File: src/rtl/axi_lite_uart_arbiter.sv
// Round-robin AXI-Lite master: grants one of P_NUM_REQ requesters, runs a single
// register access against the UART slave port and pulses the response back to it.
module axi_lite_uart_arbiter #(
   parameter int unsigned P_NUM_REQ          = 2,
   parameter int unsigned P_S_AXI_ADDR_WIDTH = 16,
   parameter int unsigned P_S_AXI_DATA_WIDTH = 32
) (
   input  logic                                    clock,
   input  logic                                    reset,
   input  logic [P_NUM_REQ-1:0]                    req_valid,
   output logic [P_NUM_REQ-1:0]                    req_ready,
   input  logic [P_NUM_REQ-1:0]                    req_write,
   input  logic [P_NUM_REQ*P_S_AXI_ADDR_WIDTH-1:0] req_addr,
   input  logic [P_NUM_REQ*P_S_AXI_DATA_WIDTH-1:0] req_wdata,
   output logic [P_NUM_REQ-1:0]                    rsp_valid,
   output logic [1:0]                              rsp_resp,
   output logic [P_S_AXI_DATA_WIDTH-1:0]           rsp_rdata,
   output logic [P_S_AXI_ADDR_WIDTH-1:0]           m_axi_awaddr,
   output logic                                    m_axi_awvalid,
   input  logic                                    m_axi_awready,
   output logic [P_S_AXI_DATA_WIDTH-1:0]           m_axi_wdata,
   output logic                                    m_axi_wvalid,
   input  logic                                    m_axi_wready,
   input  logic [1:0]                              m_axi_bresp,
   input  logic                                    m_axi_bvalid,
   output logic                                    m_axi_bready,
   output logic [P_S_AXI_ADDR_WIDTH-1:0]           m_axi_araddr,
   output logic                                    m_axi_arvalid,
   input  logic                                    m_axi_arready,
   input  logic [P_S_AXI_DATA_WIDTH-1:0]           m_axi_rdata,
   input  logic [1:0]                              m_axi_rresp,
   input  logic                                    m_axi_rvalid,
   output logic                                    m_axi_rready
);

   localparam int unsigned PTR_W = $clog2(P_NUM_REQ);

   typedef enum logic [2:0] {S_IDLE, S_WADDR, S_WRESP, S_RADDR, S_RRESP, S_DONE} state_e;

   state_e                          state_q, state_d;
   logic [PTR_W-1:0]                rr_ptr_q, rr_ptr_d;
   logic [PTR_W-1:0]                gnt_q, gnt_d;
   logic [PTR_W-1:0]                pick, cand;
   logic                            pick_vld;
   logic                            awvalid_q, awvalid_d, wvalid_q, wvalid_d, bready_q, bready_d;
   logic                            arvalid_q, arvalid_d, rready_q, rready_d;
   logic [P_S_AXI_ADDR_WIDTH-1:0]   awaddr_q, awaddr_d, araddr_q, araddr_d;
   logic [P_S_AXI_DATA_WIDTH-1:0]   wdata_q, wdata_d;
   logic [P_NUM_REQ-1:0]            rsp_valid_q, rsp_valid_d;
   logic [1:0]                      rsp_resp_q, rsp_resp_d;
   logic [P_S_AXI_DATA_WIDTH-1:0]   rsp_rdata_q, rsp_rdata_d;

   // First valid requester at or above rr_ptr, wrapping
   always_comb begin
      pick     = rr_ptr_q;
      pick_vld = 1'b0;
      cand     = '0;
      for (int unsigned i = 0; i < P_NUM_REQ; i++) begin
         cand = PTR_W'((32'(rr_ptr_q) + i) % P_NUM_REQ);
         if (!pick_vld && req_valid[cand]) begin
            pick     = cand;
            pick_vld = 1'b1;
         end
      end
   end

   // Gated by reset so nothing is offered while the block is held in reset
   always_comb begin
      req_ready = '0;
      if (reset && state_q == S_IDLE && pick_vld) req_ready[pick] = 1'b1;
   end

   always_comb begin
      state_d     = state_q;
      rr_ptr_d    = rr_ptr_q;
      gnt_d       = gnt_q;
      awvalid_d   = awvalid_q;
      wvalid_d    = wvalid_q;
      bready_d    = bready_q;
      arvalid_d   = arvalid_q;
      rready_d    = rready_q;
      awaddr_d    = awaddr_q;
      araddr_d    = araddr_q;
      wdata_d     = wdata_q;
      rsp_valid_d = rsp_valid_q;
      rsp_resp_d  = rsp_resp_q;
      rsp_rdata_d = rsp_rdata_q;
      case (state_q)
         S_IDLE: begin
            if (pick_vld) begin
               gnt_d    = pick;
               rr_ptr_d = (pick == PTR_W'(P_NUM_REQ - 1)) ? '0 : pick + 1'b1;
               if (req_write[pick]) begin
                  awaddr_d  = req_addr[32'(pick)*P_S_AXI_ADDR_WIDTH +: P_S_AXI_ADDR_WIDTH];
                  wdata_d   = req_wdata[32'(pick)*P_S_AXI_DATA_WIDTH +: P_S_AXI_DATA_WIDTH];
                  awvalid_d = 1'b1;
                  wvalid_d  = 1'b1;
                  state_d   = S_WADDR;
               end else begin
                  araddr_d  = req_addr[32'(pick)*P_S_AXI_ADDR_WIDTH +: P_S_AXI_ADDR_WIDTH];
                  arvalid_d = 1'b1;
                  state_d   = S_RADDR;
               end
            end
         end
         S_WADDR: begin
            // AW and W complete independently; a dropped valid marks its channel done
            if (awvalid_q && m_axi_awready) awvalid_d = 1'b0;
            if (wvalid_q && m_axi_wready) wvalid_d = 1'b0;
            if ((!awvalid_q || m_axi_awready) && (!wvalid_q || m_axi_wready)) begin
               bready_d = 1'b1;
               state_d  = S_WRESP;
            end
         end
         S_WRESP: begin
            if (m_axi_bvalid) begin
               bready_d           = 1'b0;
               rsp_resp_d         = m_axi_bresp;
               rsp_rdata_d        = '0;
               rsp_valid_d        = '0;
               rsp_valid_d[gnt_q] = 1'b1;
               state_d            = S_DONE;
            end
         end
         S_RADDR: begin
            if (m_axi_arready) begin
               arvalid_d = 1'b0;
               rready_d  = 1'b1;
               state_d   = S_RRESP;
            end
         end
         S_RRESP: begin
            if (m_axi_rvalid) begin
               rready_d           = 1'b0;
               rsp_resp_d         = m_axi_rresp;
               rsp_rdata_d        = m_axi_rdata;
               rsp_valid_d        = '0;
               rsp_valid_d[gnt_q] = 1'b1;
               state_d            = S_DONE;
            end
         end
         S_DONE: begin
            rsp_valid_d = '0;
            state_d     = S_IDLE;
         end
         default: state_d = S_IDLE;
      endcase
   end

   always_ff @(posedge clock or negedge reset) begin
      if (!reset) begin
         state_q     <= S_IDLE;
         rr_ptr_q    <= '0;
         gnt_q       <= '0;
         awvalid_q   <= 1'b0;
         wvalid_q    <= 1'b0;
         bready_q    <= 1'b0;
         arvalid_q   <= 1'b0;
         rready_q    <= 1'b0;
         awaddr_q    <= '0;
         araddr_q    <= '0;
         wdata_q     <= '0;
         rsp_valid_q <= '0;
         rsp_resp_q  <= '0;
         rsp_rdata_q <= '0;
      end else begin
         state_q     <= state_d;
         rr_ptr_q    <= rr_ptr_d;
         gnt_q       <= gnt_d;
         awvalid_q   <= awvalid_d;
         wvalid_q    <= wvalid_d;
         bready_q    <= bready_d;
         arvalid_q   <= arvalid_d;
         rready_q    <= rready_d;
         awaddr_q    <= awaddr_d;
         araddr_q    <= araddr_d;
         wdata_q     <= wdata_d;
         rsp_valid_q <= rsp_valid_d;
         rsp_resp_q  <= rsp_resp_d;
         rsp_rdata_q <= rsp_rdata_d;
      end
   end

   assign m_axi_awaddr  = awaddr_q;
   assign m_axi_awvalid = awvalid_q;
   assign m_axi_wdata   = wdata_q;
   assign m_axi_wvalid  = wvalid_q;
   assign m_axi_bready  = bready_q;
   assign m_axi_araddr  = araddr_q;
   assign m_axi_arvalid = arvalid_q;
   assign m_axi_rready  = rready_q;
   assign rsp_valid     = rsp_valid_q;
   assign rsp_resp      = rsp_resp_q;
   assign rsp_rdata     = rsp_rdata_q;

endmodule

File: config.mk
export PLATFORM = sky130hd
export DESIGN_NAME = axi_lite_uart_arbiter
export DESIGN_NICKNAME = d
export VERILOG_FILES = /design/src/rtl/axi_lite_uart_arbiter.sv
export SDC_FILE = /design/constraint.sdc
export NUM_CORES = 1
export LEC_CHECK = 0
export BUFFER_PORTS_ARGS = -buffer_cell sky130_fd_sc_hd__buf_2
export CAP_MARGIN = 0
export CELL_PAD_IN_SITES_DETAIL_PLACEMENT = 1
export CELL_PAD_IN_SITES_GLOBAL_PLACEMENT = 1
export CORE_MARGIN = 1
export CORE_UTILIZATION = 39
export CTS_BUF_LIST = sky130_fd_sc_hd__clkbuf_8
export DETAILED_ROUTE_END_ITERATION = 10
export PLACE_DENSITY_LB_ADDON = 0.08
export SLEW_MARGIN = 0
export SYNTH_ARGS = -nofsm -noshare
export SYNTH_HDL_FRONTEND = slang
export SYNTH_SLANG_ARGS = --single-unit
File: constraint.sdc
create_clock -name clock -period 5.29 [get_ports clock]
set_input_delay 0 -clock clock [delete_from_list [all_inputs] [get_ports clock]]
set_output_delay 0 -clock clock [all_outputs]
set_load 0.05 [all_outputs]
Yosys cells after proc, flatten, opt, wreduce, memory -nomap -nowiden
Cells that the tools add are included.

Shift operators: 2. Add/subtract/negate cells: 2. Equality and inequality tests: 14. Reduce and logical (&&, ||, !) cells: 31. Mux-type cells: 47. Order comparisons: 6. Bitwise gates (word level): 1.

Operators with widths (count): 32-bit two-way mux (2); 32-bit one-hot mux with 2 select lines (1); 64-bit by 7-bit indexed part select with 32-bit output (1); 32-bit by 6-bit indexed part select with 16-bit output (1); 1-bit two-way mux (23); 3-bit AND reduction (6); 2-bit != test (second input constant) (8); 3-bit two-way mux (5); 3-bit one-hot mux with 5 select lines (1); 2-bit two-way mux (6); 4-bit AND reduction (3); 1-bit one-hot mux with 2 select lines (5); 2-bit nonzero test (5); 1-bit logical AND (8); 1-bit by 2-bit < comparator with 1-bit output (second input constant) (4); 3-bit by 2-bit == test with 1-bit output (second input constant) (2); 3-bit == test (second input constant) (2); 2-bit one-hot mux with 3 select lines (1); 5-bit AND reduction (1); 2-bit one-hot mux with 2 select lines (1); 3-bit by 1-bit == test with 1-bit output (second input constant) (1); 1-bit zero test (3); 3-bit zero test (1); 3-bit nonzero test (1); 7 further kinds (11).

Flip-flop bits (word level): 110. Logic and storage cells: 117. Output and inout bits: 107. Input bits: 143.

Depth between registers and ports, before layout
Depth after elaboration: 11. Gate-level depth with buffers: 7. Depth with buffers taken out: 4.

Worst setup path before layout
Ideal clock, no wire load.

Path type: reg2out. Start: reg state_q[0]. End: out req_ready[1]. Cell stages (with the launch flop): 5. Data arrival time: 1.940 ns. Data required time: 5.290 ns. Setup slack: 3.350 ns. Path buffers: 0. Cell sequence: dfrtp_1 nor2_1 o211a_1 nand2_1 nor3_1.

Longest elaborated chain between the ends: 4.

Ends and longest elaborated chain: from (decl) (RTL line 40) `state_e state_q, state_d;`; from (signal assigned) (RTL line 167) `state_q <= state_d;`; 3-bit zero test (RTL line 70) `if (reset && state_q == S_IDLE && pick_vld) req_ready[pick] = 1'b1;`; 1-bit logical AND (2 in a row) (RTL line 70); 2-bit two-way mux (RTL line 70); to (decl) (RTL line 11) `output logic [P_NUM_REQ-1:0] req_ready,`.

No other way between the ends.

Worst setup path after layout
Start: reg state_q[1]. End: reg wdata_q[21], in the netlist m_axi_wdata[21].

Longest elaborated chain between the ends: 2.

Ends and longest elaborated chain: 3-bit zero test (RTL line 88) `case (state_q)`; 3-bit AND reduction (no line); to (signal assigned) (RTL line 177) `wdata_q <= wdata_d;`; to (decl) (RTL line 48) `logic [P_S_AXI_DATA_WIDTH-1:0] wdata_q, wdata_d;`.

No other way between the ends. A chain may end at the register's enable or synchronous reset.

==> out/results.ini <==
[global_route]
grt_usage_pct = 27.84
antenna_found_initial = 1
grt_max_degree = 73
grt-ovfl-total = 0
grt_pass1_wl_um = 26980
grt_pass1_vias = 5233

[synthesis]
synthTopCellsByArea = dfrtp_1 56%, mux2_2 24%, a22o_1 5.7%, mux2_1 1.8%, nand2_1 1.1%
yosysWarnings = 0
syn-cell-area_um2 = 4898
synth_seq_cells = 110
synthCells = 354
yosysSeqAreaShare_pct = 56.19
yosys.area.top_type_share_pct = 56.19
ys.flop_type = dfrtp_1
synthTopCellsByCount = 110 x dfrtp_1, 105 x mux2_2, 32 x a22o_1, 14 x nand2_1, 9 x clkbuf_1
synth.avg_cell_area_um2 = 13.84
synth-edff-count = 0
syn_nets = 497
synthArstFlopShare_pct = 100.0
synth_top_area_cell = dfrtp_1
synth.most_common_cell = dfrtp_1
synth_cell_types = 41

[floorplan]
die_area_um2 = 13010
num_rows = 40
initial_utilization_pct = 40.44
die_x_um = 114.1
fp.dieH_um = 114.1
core_area_um2 = 12110
pin_count = 250

[clocking]
clock-root-buffer = clkbuf_8
cts_resized = 0
numCtsBuffers = 9
cts_tree = yes
htree_levels = 3
worstSkewPairLatency_ns = 0.39
cts.path.max_buffers = 2
clock_sinks = 110
clk_pin_slew_ns = 0.11

[place]
gp_congestion = 0.7715
dp_slack_ns = 2.384
dp_cells = 750
dp_hpwl_um = 9818
numPortBuffers = 249
dpl_cell_area_um2 = 6259

[pwr]
p_clk_share_pct = 10.9
combPwrFrac_pct = 59.2
total_power_mw = 5.060
seq_power_share_pct = 29.9
intPower_mw = 2.460
p_sw_mw = 2.600
leakage_nw = 3.803
p_per_area_nw_per_um2 = 646.3
swShare_pct = 51.38
peakVddDrop_v = 0.0004076

[setup_path]
slowest_stage = nor3_4
worst_path_largest_cell_delay_ns = 0.66
cp_data_required_time_ns = 5.55
path_cells = nor2_1 -> o211ai_1 -> nor3_4 -> buf_4 -> mux2_2
r2r_start = state_q[1]
cp_max_fo = 36
setup.worst_path.start = state_q[1]
worstPathArrival_ns = 3.25
ff2ff_setup_slack_ns = 2.29
cp-end-kind = flop
cp-start-kind = flop
setup.worst_path.class = reg -> reg

[sta]
hold_violations = 0
hold-worst-slack_ns = 0.03219
fin_crit_ns = 2.996
setup_ws_ns = 2.294
worst_pin_slew_ns = 1.230
finClkSkew_ns = 0.01700
fin_crit_sh_pct = 56.63
setup_viol = 0
max_slew_margin_pct = 17.99
slew_viol_final = 0
tns_ns = 0
fmaxAchievable_mhz = 333.8
rsz0062_at_grt = no

[drt]
firstDrtPassIters = 4
vias_per_cell = 4.989
routed_wl_um = 17270
detail_route.wl_per_cell_um = 19.15
num_vias = 4500
ant_nets = 0
remaining_drc_errors = 0
drt_iter0_markers = 161

[worst_hold_path]
hold_class = in -> reg
hp-start = req_addr[10]

[final_layout]
final_util_pct = 64.64
syn_to_final_growth_pct = 59.82
instances_no_fill = 902
nFillCells = 1318
drive_above_1_share_pct = 51.43
final_nets = 871
final_area_um2 = 7829

[outcome]
outcome = finished clean

[job]
drv_cap = 0

-- routing by layer --
metal  wire (um)  up-vias  share of wire, %  GRT usage [%]
li1            -     2044                 -              -
met5           0        -                 0              0
met1        5988     2232                35          27.47
met3        1002       50               5.8          7.729
met4         741        0               4.3          14.46
met2        9538      174                55          52.73
-- layout make-up --
type | count | area, um^2 | share of cell area [%]
well taps | 168 | 210.2 | 2.685
inverters | 4 | 15.01 | 0.1918
multi-input cells | 216 | 2009 | 25.67
repair buffers | 387 | 2623 | 33.50
clock inverters | 4 | 51.30 | 0.6553
flip-flops and latches | 110 | 2753 | 35.16
diodes | 1 | 2.502 | 0.03196
clock buffers | 12 | 165.2 | 2.110
-- sequential cells by signal (all words and copies together), names as in the netlist, 2 cells and up --
register / flops
m_axi_wdata: 32
rsp_rdata: 32
m_axi_araddr: 16
m_axi_awaddr: 16
state_q: 3
rsp_resp: 2
rsp_valid: 2
-- final timing paths --
path / to / cells past startpoint
worst max-delay path: m_axi_wdata[21] / 5
worst max register to register: m_axi_wdata[21] / 5
min in group asynchronous: m_axi_wdata[14] / 2
worst min-delay path: m_axi_awaddr[10] / 3
worst min register to register: rsp_resp[1] / 2
max in group asynchronous: m_axi_wdata[9] / 3
-- power by group through the flow --
stage | registers, mW | logic, mW | clock network [mW]
finish | 1.51 | 3.00 | 0.551
global route | 1.57 | 3.14 | 0.597
CTS | 1.49 | 2.96 | 0.571
detailed placement | 1.50 | 2.80 | 0
global placement | 1.48 | 2.75 | 0
floorplan | 2.79 | 0.833 | 0
-- cells in the final DEF, fill, tap and decap left out, types with 2 or more instances in the layout --
cell type and n:
dfrtp_1 110, a21oi_1 7, buf_4 4, mux2_2 105
buf_2 248, mux2_1 8, nor3_1 3, o21a_1 3
nand2_1 14, o21ai_0 4, a221oi_1 2, inv_1 4
nand2b_1 3, a22o_1 32, nor2_1 5, dlygate4sd3_1 135
clkbuf_8 12, a21o_1 4, mux2i_1 2, nand3b_1 3
-- worst max-delay path: cells and delay by family (launching register included) --
family | cells | cell delay, ns
AOI/OAI and AO/OA | 1 | 0.24
buffers and inverters | 1 | 0.54
DFF | 1 | 0.61
muxes | 1 | 0.41
and+or+nand+nor | 2 | 1.03
-- what timing repair did --
action	in CTS	in global routing
endpoints found under the hold margin	136	0
hold buffers	135	0
buffers inserted	0	0
-- kinds of logic (layout without fill, tap and decap cells) --
group / Yosys count / count (layout) / share of synthesized area [%]
multiplexers: 115 / 115 / 26.39
buffers and inverters: 28 / 407 / 3.065
flip-flops: 110 / 110 / 56.19
other: 0 / 1 / 0
AND/OR/NAND/NOR: 39 / 39 / 4.291
AO/OA/AOI/OAI: 62 / 62 / 10.06
No activity file was read; power rests on OpenSTA's default activity.
